### src/rtl/nightlight_ctrl.sv
// Nightlight sequencing controller: drives a six-digit BCD countdown timer
// (load / 1-second enable), watches its digits for warning and expiry, and drives the lamp.
module nightlight_ctrl #(
   parameter int TICK_DIV = 4,
   parameter int DEBOUNCE = 3
) (
   input  logic       clk,
   input  logic       rst,
   input  logic       dark,
   input  logic       btn,
   input  logic [3:0] x5,
   input  logic [3:0] x4,
   input  logic [3:0] x3,
   input  logic [3:0] x2,
   input  logic [3:0] x1,
   input  logic [3:0] x0,
   output logic       tmr_set,
   output logic       tmr_tick,
   output logic       light,
   output logic       expired,
   output logic [1:0] state
);

   typedef enum logic [1:0] {
      S_OFF  = 2'd0,
      S_ON   = 2'd1,
      S_WARN = 2'd2,
      S_HOLD = 2'd3
   } state_t;

   localparam int             PW        = $clog2(TICK_DIV);
   localparam logic [PW-1:0]  PRESC_MAX = PW'(TICK_DIV - 1);
   localparam logic [7:0]     DEB_FULL  = 8'(DEBOUNCE);
   localparam logic [7:0]     DEB_LAST  = 8'(DEBOUNCE - 1);

   // Saturates at DEBOUNCE so a long hold never produces a second press.
   function automatic logic [7:0] deb_sat_inc(input logic [7:0] v);
      return (v == DEB_FULL) ? v : v + 8'd1;
   endfunction

   state_t        state_q;
   state_t        state_d;
   logic          dark_q;
   logic [7:0]    deb_cnt;
   logic [PW-1:0] presc;
   logic          set_q;

   logic press;
   logic dark_rise;
   logic digits_stale;
   logic warn_zone;
   logic all_zero;
   logic run;
   logic tick_raw;
   logic set_d;
   logic tick_d;
   logic light_d;
   logic expired_d;

   // ---- input conditioning ----
   assign press     = btn && (deb_cnt == DEB_LAST);
   assign dark_rise = dark && !dark_q;

   always_ff @(posedge clk) begin
      if (rst) begin
         dark_q  <= 1'b0;
         deb_cnt <= 8'd0;
      end else begin
         dark_q  <= dark;
         deb_cnt <= btn ? deb_sat_inc(deb_cnt) : 8'd0;
      end
   end

   // ---- zero detection; digits lag a load by up to two cycles ----
   assign digits_stale = tmr_set || set_q;
   assign warn_zone    = !digits_stale && ({x5, x4, x3, x2, x1} == 20'd0);
   assign all_zero     = warn_zone && (x0 == 4'd0);

   // ---- prescaler ----
   assign run      = (state_q == S_ON) || (state_q == S_WARN);
   assign tick_raw = run && (presc == PRESC_MAX);

   always_ff @(posedge clk) begin
      if (rst) begin
         presc <= '0;
      end else if (set_d) begin
         presc <= '0;
      end else if (run) begin
         presc <= (presc == PRESC_MAX) ? '0 : presc + 1'b1;
      end
   end

   // ---- state machine: next state and registered-output values ----
   always_comb begin
      state_d   = state_q;
      set_d     = 1'b0;
      expired_d = 1'b0;
      light_d   = light;
      case (state_q)
         S_OFF: begin
            light_d = 1'b0;
            if (press || dark_rise) begin
               state_d = S_ON;
               set_d   = 1'b1;
               light_d = 1'b1;
            end
         end
         S_ON: begin
            light_d = 1'b1;
            if (press) begin
               state_d = S_OFF;
               light_d = 1'b0;
            end else if (warn_zone) begin
               state_d = S_WARN;
            end
         end
         S_WARN: begin
            if (press) begin
               state_d = S_ON;
               set_d   = 1'b1;
               light_d = 1'b1;
            end else if (all_zero) begin
               state_d   = S_HOLD;
               expired_d = 1'b1;
               light_d   = 1'b0;
            end else begin
               light_d = light ^ tick_raw;
            end
         end
         S_HOLD: begin
            light_d = 1'b0;
            if (press) begin
               state_d = S_ON;
               set_d   = 1'b1;
               light_d = 1'b1;
            end else if (!dark) begin
               state_d = S_OFF;
            end
         end
         default: begin
            state_d = S_OFF;
            light_d = 1'b0;
         end
      endcase
   end

   // A tick is dropped when the timer is being loaded or the count is stopping.
   assign tick_d = tick_raw && !set_d && ((state_d == S_ON) || (state_d == S_WARN));

   // ---- output registers ----
   always_ff @(posedge clk) begin
      if (rst) begin
         state_q  <= S_OFF;
         tmr_set  <= 1'b0;
         tmr_tick <= 1'b0;
         light    <= 1'b0;
         expired  <= 1'b0;
         set_q    <= 1'b0;
      end else begin
         state_q  <= state_d;
         tmr_set  <= set_d;
         tmr_tick <= tick_d;
         light    <= light_d;
         expired  <= expired_d;
         set_q    <= tmr_set;
      end
   end

   assign state = state_q;

   a_set_single: assert property (@(posedge clk) disable iff (rst) tmr_set |=> !tmr_set);
   a_tick_legal: assert property (@(posedge clk) disable iff (rst)
      tmr_tick |-> (!tmr_set && ((state_q == S_ON) || (state_q == S_WARN))));

endmodule

### config.mk
export PLATFORM = sky130hd
export DESIGN_NAME = nightlight_ctrl
export DESIGN_NICKNAME = d
export VERILOG_FILES = /design/src/rtl/nightlight_ctrl.sv
export SDC_FILE = /design/constraint.sdc
export NUM_CORES = 1
export LEC_CHECK = 0
export CAP_MARGIN = 20
export CORE_ASPECT_RATIO = 0.7
export CORE_MARGIN = 4
export CORE_UTILIZATION = 40
export CTS_CLUSTER_SIZE = 16
export DETAILED_ROUTE_END_ITERATION = 8
export DONT_BUFFER_PORTS = 1
export GPL_TIMING_DRIVEN = 0
export PLACE_DENSITY = 0.62
export SYNTH_ARGS = -nofsm -noshare
export SYNTH_HDL_FRONTEND = slang
export SYNTH_SLANG_ARGS = --single-unit
### constraint.sdc
create_clock -name clk -period 4.9 [get_ports clk]
set_input_delay 0.49 -clock clk [delete_from_list [all_inputs] [get_ports clk]]
set_output_delay 0.49 -clock clk [all_outputs]
set_load 0.02 [all_outputs]
# After elaboration in Yosys (flattened, before gate mapping)
# Cells that the tools add are included.
totals:
  ff_bits: 18
  elab_cells: 60
classes:
  bitwise_logic: 3
  n_eq_ne: 8
  mux: 17
  reduce_logical: 21
  n_addsub: 2
ops:
  columns: ["op", "count"]
  rows:
  - ["$logic_not A20 Y1", 1]
  - ["$eq A8 B2 Y1 const B", 2]
  - ["$mux W2", 8]
  - ["$add A8 B1 Y8 const B", 1]
  - ["$eq A2 B2 Y1 const B", 4]
  - ["$pmux W2 S4", 1]
  - ["$logic_and A1 B1 Y1", 7]
  - ["$mux W1", 6]
  - ["$reduce_or A2 Y1", 3]
  - ["$eq A2 B1 Y1 const B", 2]
  - ["$logic_not A4 Y1", 1]
  - ["$logic_or A1 B1 Y1", 4]
  - ["$pmux W1 S4", 1]
  - ["$logic_not A1 Y1", 3]
  - ["$reduce_or A3 Y1", 1]
  - ["$add A2 B1 Y2 const B", 1]
  - ["$logic_not A2 Y1", 1]
  - ["$not A1 Y1", 2]
  - ["$pmux W1 S2", 1]
  - ["$xor A1 B1 Y1", 1]

# Longest topological paths before layout
# Gate-level depths: netlist (run 1).
logic_depth:
  depth_word: 10
  depth_mapped: 8
  depth_no_buf: 8

# Worst setup path before layout (run 1)
# No wires, ideal clock.
synth_timing:
  path_type: "register -> register"
  start: "reg deb_cnt[2]"
  end: "reg tmr_tick"
  setup_ns: 0.118
  slack_ns: 2.882
  arrival_time_ns: 1.900
  stages_incl_launch_ff: 7
  cell_sequence: "dfxtp_1 -> or4_4 -> or4_4 -> o2111a_1 -> a311oi_2 -> xnor2_1 -> nor3_2"
synth_via:
  elab_chain_cells: 8
  word_cells_on_any_way: 17
  classes_between: "eq/ne (3); mux (8); reduce/logical (6)"
synth_lines:
  columns: ["item", "line_no", "rtl"]
  rows:
  - ["start, declared", "44", "logic [7:0] deb_cnt;"]
  - ["start signal, assigned", "70", "deb_cnt <= btn ? deb_sat_inc(deb_cnt) : 8'd0;"]
  - ["$eq A8 B2 Y1 *", "61", "assign press = btn && (deb_cnt == DEB_LAST);"]
  - ["$logic_and A1 B1 Y1 *", "61", null]
  - ["$logic_or A1 B1 Y1", "102", "if (press || dark_rise) begin"]
  - ["$mux W2 or $mux W1 (tied branches)", "102", null]
  - ["$pmux W2 S4 or $pmux W1 S2 (tied branches)", "99", "case (state_q)"]
  - ["$eq A2 B1 Y1, or another cell as far along", "148", "assign tick_d = tick_raw && !set_d && ((state_d == S_ON) || (state_d == S_WARN));"]
  - ["$logic_or A1 B1 Y1 or $logic_and A1 B1 Y1 (tied branches)", "148", null]
  - ["$logic_and A1 B1 Y1 *", "148", null]
  - ["end signal, assigned", "162", "tmr_tick <= tick_d;"]
  - ["end, declared", "18", "output logic tmr_tick,"]
# Every way passes the cells marked *; elsewhere a longest branch is shown, timed or not.
# A chain may end at the register's enable or synchronous reset.

# Worst setup path after layout (run 1)
# Same ends and word-level chain as after synthesis.

==> results of run 1 <==
==> per-layer routing <==
layer  track usage [%]  up-vias
met3              5.37        4
met2              19.8       29
met5                 0        -
met4              5.94        0
met1              19.3      406
li1                  -      435
==> cell type report <==
type                    count  share of cell area (%)
multi-input cells          94                    58.4
flip-flops and latches     18                    32.8
well taps                  34                    3.87
clock buffers               4                    3.30
inverters                   5                    1.71
==> state kept, by name, indices dropped and copies added (netlist names) <==
register and cells:
dark_q 1, deb_cnt 8, expired 1, light 1, presc 2, set_q 1
state 2, tmr_set 1, tmr_tick 1
==> kinds of logic after synthesis <==
family,after synthesis,synth area share [%]
muxes,3,2.94
buffers and inverters,5,1.84
adders and majority gates,8,9.80
DFF,18,35.3
and+or+nand+nor,57,30.5
xor gates and xnor gates,9,7.72
AOI/OAI and AO/OA,17,11.9
==> power groups by stage <==
stage               clock network (mW)  registers, mW  logic [mW]
floorplan                            0          0.169      0.0529
global placement                     0          0.171      0.0617
detailed placement                   0          0.171      0.0636
CTS                             0.0980          0.168      0.0647
global route                     0.104          0.169      0.0717
finish                          0.0921          0.167      0.0646
==> path summary, 6_finish.rpt <==
| path | start | endpoint | slack, ns | cells after the start |
|---|---|---|---|---|
| max | deb_cnt[2] | tmr_tick | 2.51 | 6 |
| min | rst | set_q | 0.24 | 1 |
| max reg2reg | deb_cnt[2] | tmr_tick | 2.51 | 6 |
| min reg2reg | presc[1] | presc[1] | 0.52 | 2 |
==> worst max-delay path, delay by kind of cell, from the launching register on <==
family / cells / cell delay [ns]
AND/OR/NAND/NOR: 4 / 1.39
AO/OA/AOI/OAI: 2 / 0.53
flip-flops: 1 / 0.36
==> layout by cell type, fill, tap and decap left out, types with 3 or more instances in the layout <==
cell / count
nand2b_1: 3
nor2b_1: 4
nand3_1: 6
a31oi_1: 3
clkbuf_4: 3
inv_1: 5
nand2_1: 7
ha_1: 8
nor2_1: 16
nor4_1: 7
xor2_1: 5
xnor2_1: 4
mux2i_1: 3
dfxtp_1: 18
o211ai_1: 3
o21ai_0: 5
==> results by group, run 1 <==
Clocking
  – Cts repair resizes: 0
  – CTS tree: done
  – CTS buffer count: 3
  – Htree depth: 1
  – Setup bufs post-CTS: 0
  – Clk slew on worst S/H paths: 0.11 ns
  – Worst-Skew Late Latency: 0.30 ns
  – # hold bufs at CTS: 0
  – Clock buffer depth: 2
  – Root Driver: clkbuf_4
  – Clk sinks: 18

Synthesis
  – Ys async rst share: 0%
  – Syn_nets: 153
  – Post-synth top area cell: dfxtp_1
  – Seq/Total Area, Yosys: 35.3%
  – Synthesized area per cell: 8.73 sq um
  – Primary FF master, synth: dfxtp_1
  – Post-synth EDFFs: 0
  – Post-Syn Instances: 117
  – Most common cell in the netlist: dfxtp_1
  – Mapped cell area: 1020 sq um
  – Netlist cell types: 30
  – Synth Warn #: 0
  – Post-synth top cells: dfxtp_1 (18), nor2_1 (16), ha_1 (8), nand2_1 (7), nor4_1 (7)
  – Synth top area share: a little over a third
  – Synth area leaders: dfxtp_1 (35%), ha_1 (9.8%), nor2_1 (5.9%), nor4_1 (4.3%), xor2_1 (4.3%)
  – Synth Register Bits: 18

Timing
  – Crit share post-route: between 40 and 50%
  – # setup viols final: 0
  – Minimum clock period: 2.39 ns
  – Worst slew margin: 49.4%
  – Final hold vios: 0
  – RSZ-0062 raised after global routing: no
  – Worst-margin pin slew: ~0.75 ns
  – Maximum clock rate: 418 MHz
  – Worst setup slack after layout: 2.51 ns
  – Total negative slack: 0 ns
  – Pins Over Slew Limit: 0
  – Fin Clk Skew: 0.00617 ns
  – Hold WS: 0.245 ns

Floorplan
  – Die ar.: 3440 sq um
  – IO Count: 34
  – Initial Utilization: a little over two fifths
  – Die width: 68.4 um
  – Die height: 50.3 um
  – Core footprint: 2440 sq um
  – # rows: 15

Setup path
  – Cell chain of the critical path: or4_4 -> nor4_1 -> o21ai_0 -> a21oi_1 -> or2_2 -> nor3_2
  – CP arrival: roughly 2.6 ns
  – Crit Path Class: flop to flop
  – Slowest CP cell: nor4_1
  – Crit Path Max Fanout: 5
  – Worst setup SP type: flop
  – Crit path capture type: flop
  – Crit-path max cell delay: 0.59 ns
  – Worst EP required: 5.09 ns

Cells and area
  – Fill cell count: 253
  – Fin nets: 158
  – Post-Layout Cell Count: 155
  – Multi-input logic area: 642 sq um
  – Share of layout cells above drive strength 1: 9.09%
  – Layout Area Growth over Synthesis: 7.72%
  – Final core occ: 45.1%
  – N_diodes: 0
  – Finished layout cell area: 1100 sq um
  – Sequential cell area: 360 sq um

Flow run
  – Total of max-cap violations: 0

Place
  – DP Wirelength: 1720 um
  – Cell count after placement: 151
  – Gpl congestion: 0.865
  – Placement Setup Slack: approximately 2.6 ns
  – Port bufs: 0
  – Area post-placement: 1060 sq um

Route
  – Routed via count: between 800 and 900
  – Drt drc: 0
  – Via density per instance: between 5 and 6
  – Uppermost routed layer: met4
  – Met3 Wirelength: 146 um
  – Final wirelength: about 2200 um
  – Met2 WL: 1030 um
  – 1st-iter DRT viols: 61
  – First-pass iteration count of the detailed router: 4
  – Routed length per instance: 14.1 um
  – WL met1: 972 um
  – Antenna-violating nets left: 0

Power
  – Max VDD drop: 0.116 mV
  – Internal power: 0.228 mW
  – Final Power: 0.324 mW
  – Leakage: 0.407 nW
  – Logic pwr share: 19.9%
  – Clock share of power: between 20 and 30%
  – NetSw: 0.0961 mW
  – PD cells: 295 nW/um^2
  – Sw Ratio: 29.7%
  – Seq pwr share: 51.6%

Min path
  – Min-delay worst type: input pin to flop

GRT
  – All-Layer GR Usage: 14.2%
  – Vias in the first global route: between 800 and 900
  – Total grt overflow: 0
  – Largest net degree at the start of global routing: 11
  – First-pass GRT wire length: around 3600 um
  – Antenna violations before repair: 0

Status
  – Status: complete, no violations
Note: power is estimated with default switching activity, not from simulation.
==> run 2: changes to the inputs <==
==> constraint.sdc (replaced) <==
create_clock -name clk -period 2.4 [get_ports clk]
set_input_delay 0.24 -clock clk [delete_from_list [all_inputs] [get_ports clk]]
set_output_delay 0.24 -clock clk [all_outputs]
set_load 0.02 [all_outputs]
==> run 2 against run 1 <==
Compared with the run above:
- via count is 0.23% lower
- largest power group unchanged
- register-to-register slack got worse by 2.3 ns
- combinational power grew 110%
- final cell count grew 0.65%
==> results by group, run 2 (synthesized netlist as in run 1, its figures left out) <==
Setup path
  – CP arrival: between 2 and 2.5 ns
  – Crit path capture type: flop
  – Crit Path Max Fanout: 5
  – Crit Path Class: flop to flop
  – Worst EP required: 2.59 ns
  – Worst setup SP type: flop

Floorplan
  – Initial Utilization: 41.8%
  – Die height: 50.3 um
  – # rows: 15
  – IO Count: 34
  – Core footprint: 2440 sq um
  – Die width: 68.4 um
  – Die ar.: 3440 sq um

GRT
  – All-Layer GR Usage: between 10% and 20%
  – Vias in the first global route: slightly above 800
  – First-pass GRT wire length: 3680 um
  – Antenna violations before repair: 0
  – Total grt overflow: 0
  – Largest net degree at the start of global routing: 11

Route
  – Routed via count: about 870
  – Routed length per instance: 14.4 um
  – Drt drc: 0
  – Antenna-violating nets left: 0
  – Via density per instance: 5.59
  – 1st-iter DRT viols: 60
  – Final wirelength: 2250 um
  – First-pass iteration count of the detailed router: 4

Cells and area
  – Most frequent cells in the layout: dfxtp_1 (17), nor2_1 (16), ha_1 (8), nand2_1 (7)
  – Commonest non-fill, non-tap cell in the layout: dfxtp_1
  – N_diodes: 0
  – Fill cell count: 253
  – Fin nets: 159
  – Layout Area Growth over Synthesis: 9.44%
  – Largest Register: deb_cnt
  – Share of layout cells above drive strength 1: about a tenth
  – Largest register FFs: 8

Clocking
  – Clk sinks: 18
  – Root Driver: clkbuf_4
  – Htree depth: 1
  – CTS tree: done
  – Clk slew on worst S/H paths: 0.11 ns
  – Setup bufs post-CTS: 0
  – Worst-Skew Late Latency: 0.30 ns
  – CTS buffer count: 3
  – Clock buffer depth: 2

Place
  – DP Wirelength: 1720 um
  – Port bufs: 0
  – Gpl congestion: a little under 0.9

Timing
  – Maximum clock rate: 451 MHz
  – Crit share post-route: 92.4%
  – Fin Clk Skew: 0.00729 ns
  – Final hold vios: 0
  – RSZ-0062 raised after global routing: no
  – Worst slew margin: 68.3%
  – Minimum clock period: 2.22 ns
  – Total negative slack: 0 ns
  – # setup viols final: 0
  – Worst-margin pin slew: 0.471 ns
  – Pins Over Slew Limit: 0

Power
  – Final Power: 0.666 mW
  – PD cells: 596 nW/um^2
  – Max VDD drop: approximately 0.24 mV
  – Leakage: 0.413 nW

Min path
  – Min-delay worst type: input pin to flop

Status
  – Status: complete, no violations

Flow run
  – Total of max-cap violations: 0
[run 2: area by class of cell]
| class | count | area, sq um | share of cell area (%) |
|---|---|---|---|
| clock buffers | 4 | 36.3 | 3.25 |
| repair buffers | 1 | 10.0 | 0.896 |
| multi-input cells | 94 | 648 | 58.0 |
| well taps | 34 | 42.5 | 3.81 |
| flip-flops and latches | 18 | 362 | 32.4 |
| inverters | 5 | 18.8 | 1.68 |
[run 2: where the power goes]
group	leakage, nW	internal [mW]	switching [mW]
Sequential	0.147	0.315	0.0273
Clock	0.0210	0.0925	0.0967
Combinational	0.245	0.0599	0.0748
[run 2: stage by stage]
step	area, sq um	hold slack (ns)	std cells	setup slack, ns	util [%]
after floorplan	1020	0.312	117	0.382	-
after global placement	1060	0.313	151	0.118	43.6
after detailed placement	1060	0.314	151	0.0661	43.6
after CTS	1110	0.0591	156	0.0184	45.5
after global routing	1120	0.0696	156	0.0532	45.8
final	1120	0.0650	156	0.182	45.8
[run 2: per-layer routing]
metal / vias to the layer above / global-route usage (%) / share of wire, %
met2: 18 / 20.4 / 48
met4: 0 / 5.94 / 1.4
li1: 434 / - / -
met3: 4 / 5.37 / 5.0
met5: - / 0 / 0
met1: 416 / 19.3 / 46
[run 2: final timing paths]
path / startpoint / to / slack [ns] / cells after the start
worst max register to register: deb_cnt[2] / tmr_tick / 0.18 / 6
worst min-delay path: dark / dark_q / 0.07 / 1
worst max-delay path: deb_cnt[2] / tmr_tick / 0.18 / 6
worst min register to register: presc[1] / presc[1] / 0.52 / 2
[run 2: timing repair]
action                     4_1_cts  5_1_grt
setup endpoints to repair        0        5
hold endpoints to repair         7        0
hold buffers                     1        0
resized for setup                0        2
[run 2: critical path, stage by stage (launching register included)]
cell	delay (ns)
dfxtp_1	0.36
or4_4	0.59
or4_4	0.47
o2111a_1	0.16
a311oi_2	0.27
xnor2_1	0.20
nor3_2	0.07
==> run 3: changes to the inputs <==
--- a/config.mk
+++ b/config.mk
@@ -5,6 +5,7 @@
 export SDC_FILE = /design/constraint.sdc
 export NUM_CORES = 1
 export LEC_CHECK = 0
+export ABC_AREA = 1
 export CAP_MARGIN = 20
 export CORE_ASPECT_RATIO = 0.7
 export CORE_MARGIN = 4
==> run 3 against run 2 <==
Compared with the run above:
- worst setup slack better by 0.32 ns
- clock power rose by 32%
- die area rose by 6.7%
- final cell count up 29%
- worst hold slack better by 0.042 ns
- sequential power increased by 25%
- via count increased by 12%
- global-route usage fell by 0.66 points
==> results by group, run 3 <==
Status
  – Status: complete, no violations

Power
  – Internal power: around 0.66 mW
  – Clock share of power: 22.3%
  – Sw Ratio: 41.4%
  – Max VDD drop: 0.348 mV
  – Seq pwr share: a little under two fifths
  – NetSw: 0.463 mW
  – PD cells: roughly 930 nW/um^2
  – Leakage: between 0.5 and 0.6 nW
  – Logic pwr share: 39.5%

Timing
  – Worst-margin pin slew: approximately 0.46 ns
  – Fin Clk Skew: between 0.002 and 0.003 ns
  – Final hold vios: 0
  – RSZ-0062 raised after global routing: no
  – Maximum clock rate: 526 MHz
  – Crit share post-route: 79.2%
  – Worst setup slack after layout: approximately 0.5 ns
  – Total negative slack: 0 ns
  – # setup viols final: 0
  – Minimum clock period: 1.90 ns
  – Pins Over Slew Limit: 0
  – Worst slew margin: 69.0%

Cells and area
  – Commonest non-fill, non-tap cell in the layout: nand2_1
  – Fill cell count: 261
  – Multi-input logic area: roughly 660 sq um
  – Largest register FFs: 8
  – N_diodes: 0
  – Sequential cell area: 360 sq um
  – Share of layout cells above drive strength 1: 14.4%
  – Fin nets: 204
  – Most frequent cells in the layout: nand2_1 (36), nor2_1 (29), dfxtp_1 (18), inv_1 (14), ha_1 (8)
  – Layout Area Growth over Synthesis: 8.86%
  – Largest Register: deb_cnt
  – Final core occ: ~47%

Place
  – DP Wirelength: approximately 1900 um
  – Port bufs: 0
  – Placement Setup Slack: around 0.54 ns
  – Gpl congestion: ~0.9

Synthesis
  – Synth Warn #: 0
  – Post-Syn Instances: 163
  – Syn_nets: 199
  – Synth top area share: 32.7%
  – Post-synth EDFFs: 0
  – Ys async rst share: 0%
  – Synth Register Bits: 18
  – Post-synth top area cell: dfxtp_1
  – Mapped cell area: 1100 sq um
  – Primary FF master, synth: dfxtp_1
  – Synth area leaders: dfxtp_1 (33%), nand2_1 (12%), nor2_1 (9.9%), ha_1 (9.1%), inv_1 (4.8%)
  – Post-synth top cells: nand2_1 (36), nor2_1 (29), dfxtp_1 (18), inv_1 (14), ha_1 (8)
  – Most common cell in the netlist: nand2_1
  – Netlist cell types: 26
  – Seq/Total Area, Yosys: roughly a third
  – Synthesized area per cell: 6.75 sq um

Clocking
  – Clock buffer depth: 2
  – Clk slew on worst S/H paths: 0.07 ns
  – Root Driver: clkbuf_8
  – CTS tree: done
  – Clk sinks: 18
  – Cts repair resizes: 0
  – Htree depth: 1
  – CTS buffer count: 3
  – Worst-Skew Late Latency: 0.26 ns
  – Setup bufs post-CTS: 0
  – # hold bufs at CTS: 0

Floorplan
  – Die ar.: 3670 sq um
  – Die width: 70.7 um
  – Initial Utilization: ~43%
  – Die height: 51.9 um
  – Core footprint: 2550 sq um
  – # rows: 15
  – IO Count: 34

GRT
  – Vias in the first global route: 909
  – Total grt overflow: 0
  – First-pass GRT wire length: 3930 um
  – All-Layer GR Usage: 13.7%
  – Largest net degree at the start of global routing: 11
  – Antenna violations before repair: 0

Setup path
  – Worst EP required: 2.56 ns
  – Crit-path max cell delay: roughly 0.61 ns
  – Crit Path Max Fanout: 8
  – Most frequent CP cell: nand2_1
  – CP arrival: a little over 2 ns
  – Crit Path Class: flop to flop
  – Crit path capture type: flop
  – Cell chain of the critical path: inv_1 -> ha_1 -> inv_1 -> nand2_1 -> o21ai_1 -> nand2_1 -> nand2_1 -> nand2_1 -> nand2_1 -> nor2_2
  – Slowest CP cell: dfxtp_1
  – Worst setup SP type: flop

Route
  – 1st-iter DRT viols: 64
  – Final wirelength: 2300 um
  – Drt drc: 0
  – First-pass iteration count of the detailed router: 4
  – Antenna-violating nets left: 0
  – Routed via count: 977
  – Routed length per instance: 11.4 um
  – Via density per instance: 4.86

Min path
  – Min-delay worst type: input pin to flop

Flow run
  – Total of max-cap violations: 0
[run 3: logic make-up (layout without fill, tap and decap cells)]
group	after synthesis	in the layout	synth area share (%)
AOI/OAI and AO/OA	17	17	8.52
xor gates and xnor gates	4	4	3.18
DFF	18	18	32.7
adders and majority gates	8	8	9.09
buffers and inverters	22	26	7.50
and+or+nand+nor	94	94	39.0
[run 3: path summary, 6_finish.rpt]
path | slack [ns] | cells past startpoint | start | endpoint
setup reg to reg | 0.50 | 10 | state[0] | tmr_tick
setup / recovery | 0.50 | 10 | state[0] | tmr_tick
hold reg to reg | 0.46 | 2 | presc[1] | presc[1]
hold / removal | 0.11 | 2 | dark | dark_q
[run 3: worst max-delay path: cells and delay by family (launching register included)]
family / cells / cell delay, ns
AO/OA/AOI/OAI: 1 / 0.17
adder cells (fa/ha/maj): 1 / 0.25
buffers and inverters: 2 / 0.35
flip-flops: 1 / 0.61
AND/OR/NAND/NOR: 6 / 0.41
[run 3: power by group through the flow]
stage	clock network [mW]	logic, mW	registers [mW]
floorplan	0	0.361	0.417
global route	0.276	0.515	0.435
detailed placement	0	0.437	0.434
finish	0.250	0.443	0.427
CTS	0.260	0.438	0.428
global placement	0	0.420	0.432
[run 3: metal layers]
metal  track usage [%]  wire length (um)
met3              4.63               132
met4              5.63                31
met2              22.2              1030
met1              16.9              1100
met5                 0                 0
[run 3: layout make-up]
class                           instances  share of cell area [%]
Buffer                                  1                   0.313
Tap cell                               34                    3.55
Inverter                               21                    6.58
Multi-Input combinational cell        123                    54.9
Sequential cell                        18                    30.1
Clock buffer                            4                    4.59
[run 3: per-stage QoR]
step / area (sq um) / power (mW) / hold WS (ns) / instances
after floorplan: 1100 / 0.779 / 0.361 / 163
after global placement: 1140 / 0.852 / 0.373 / 197
after detailed placement: 1140 / 0.872 / 0.382 / 197
after CTS: 1200 / 1.13 / 0.105 / 201
after global routing: 1200 / 1.23 / 0.114 / 201
final: 1200 / 1.12 / 0.107 / 201
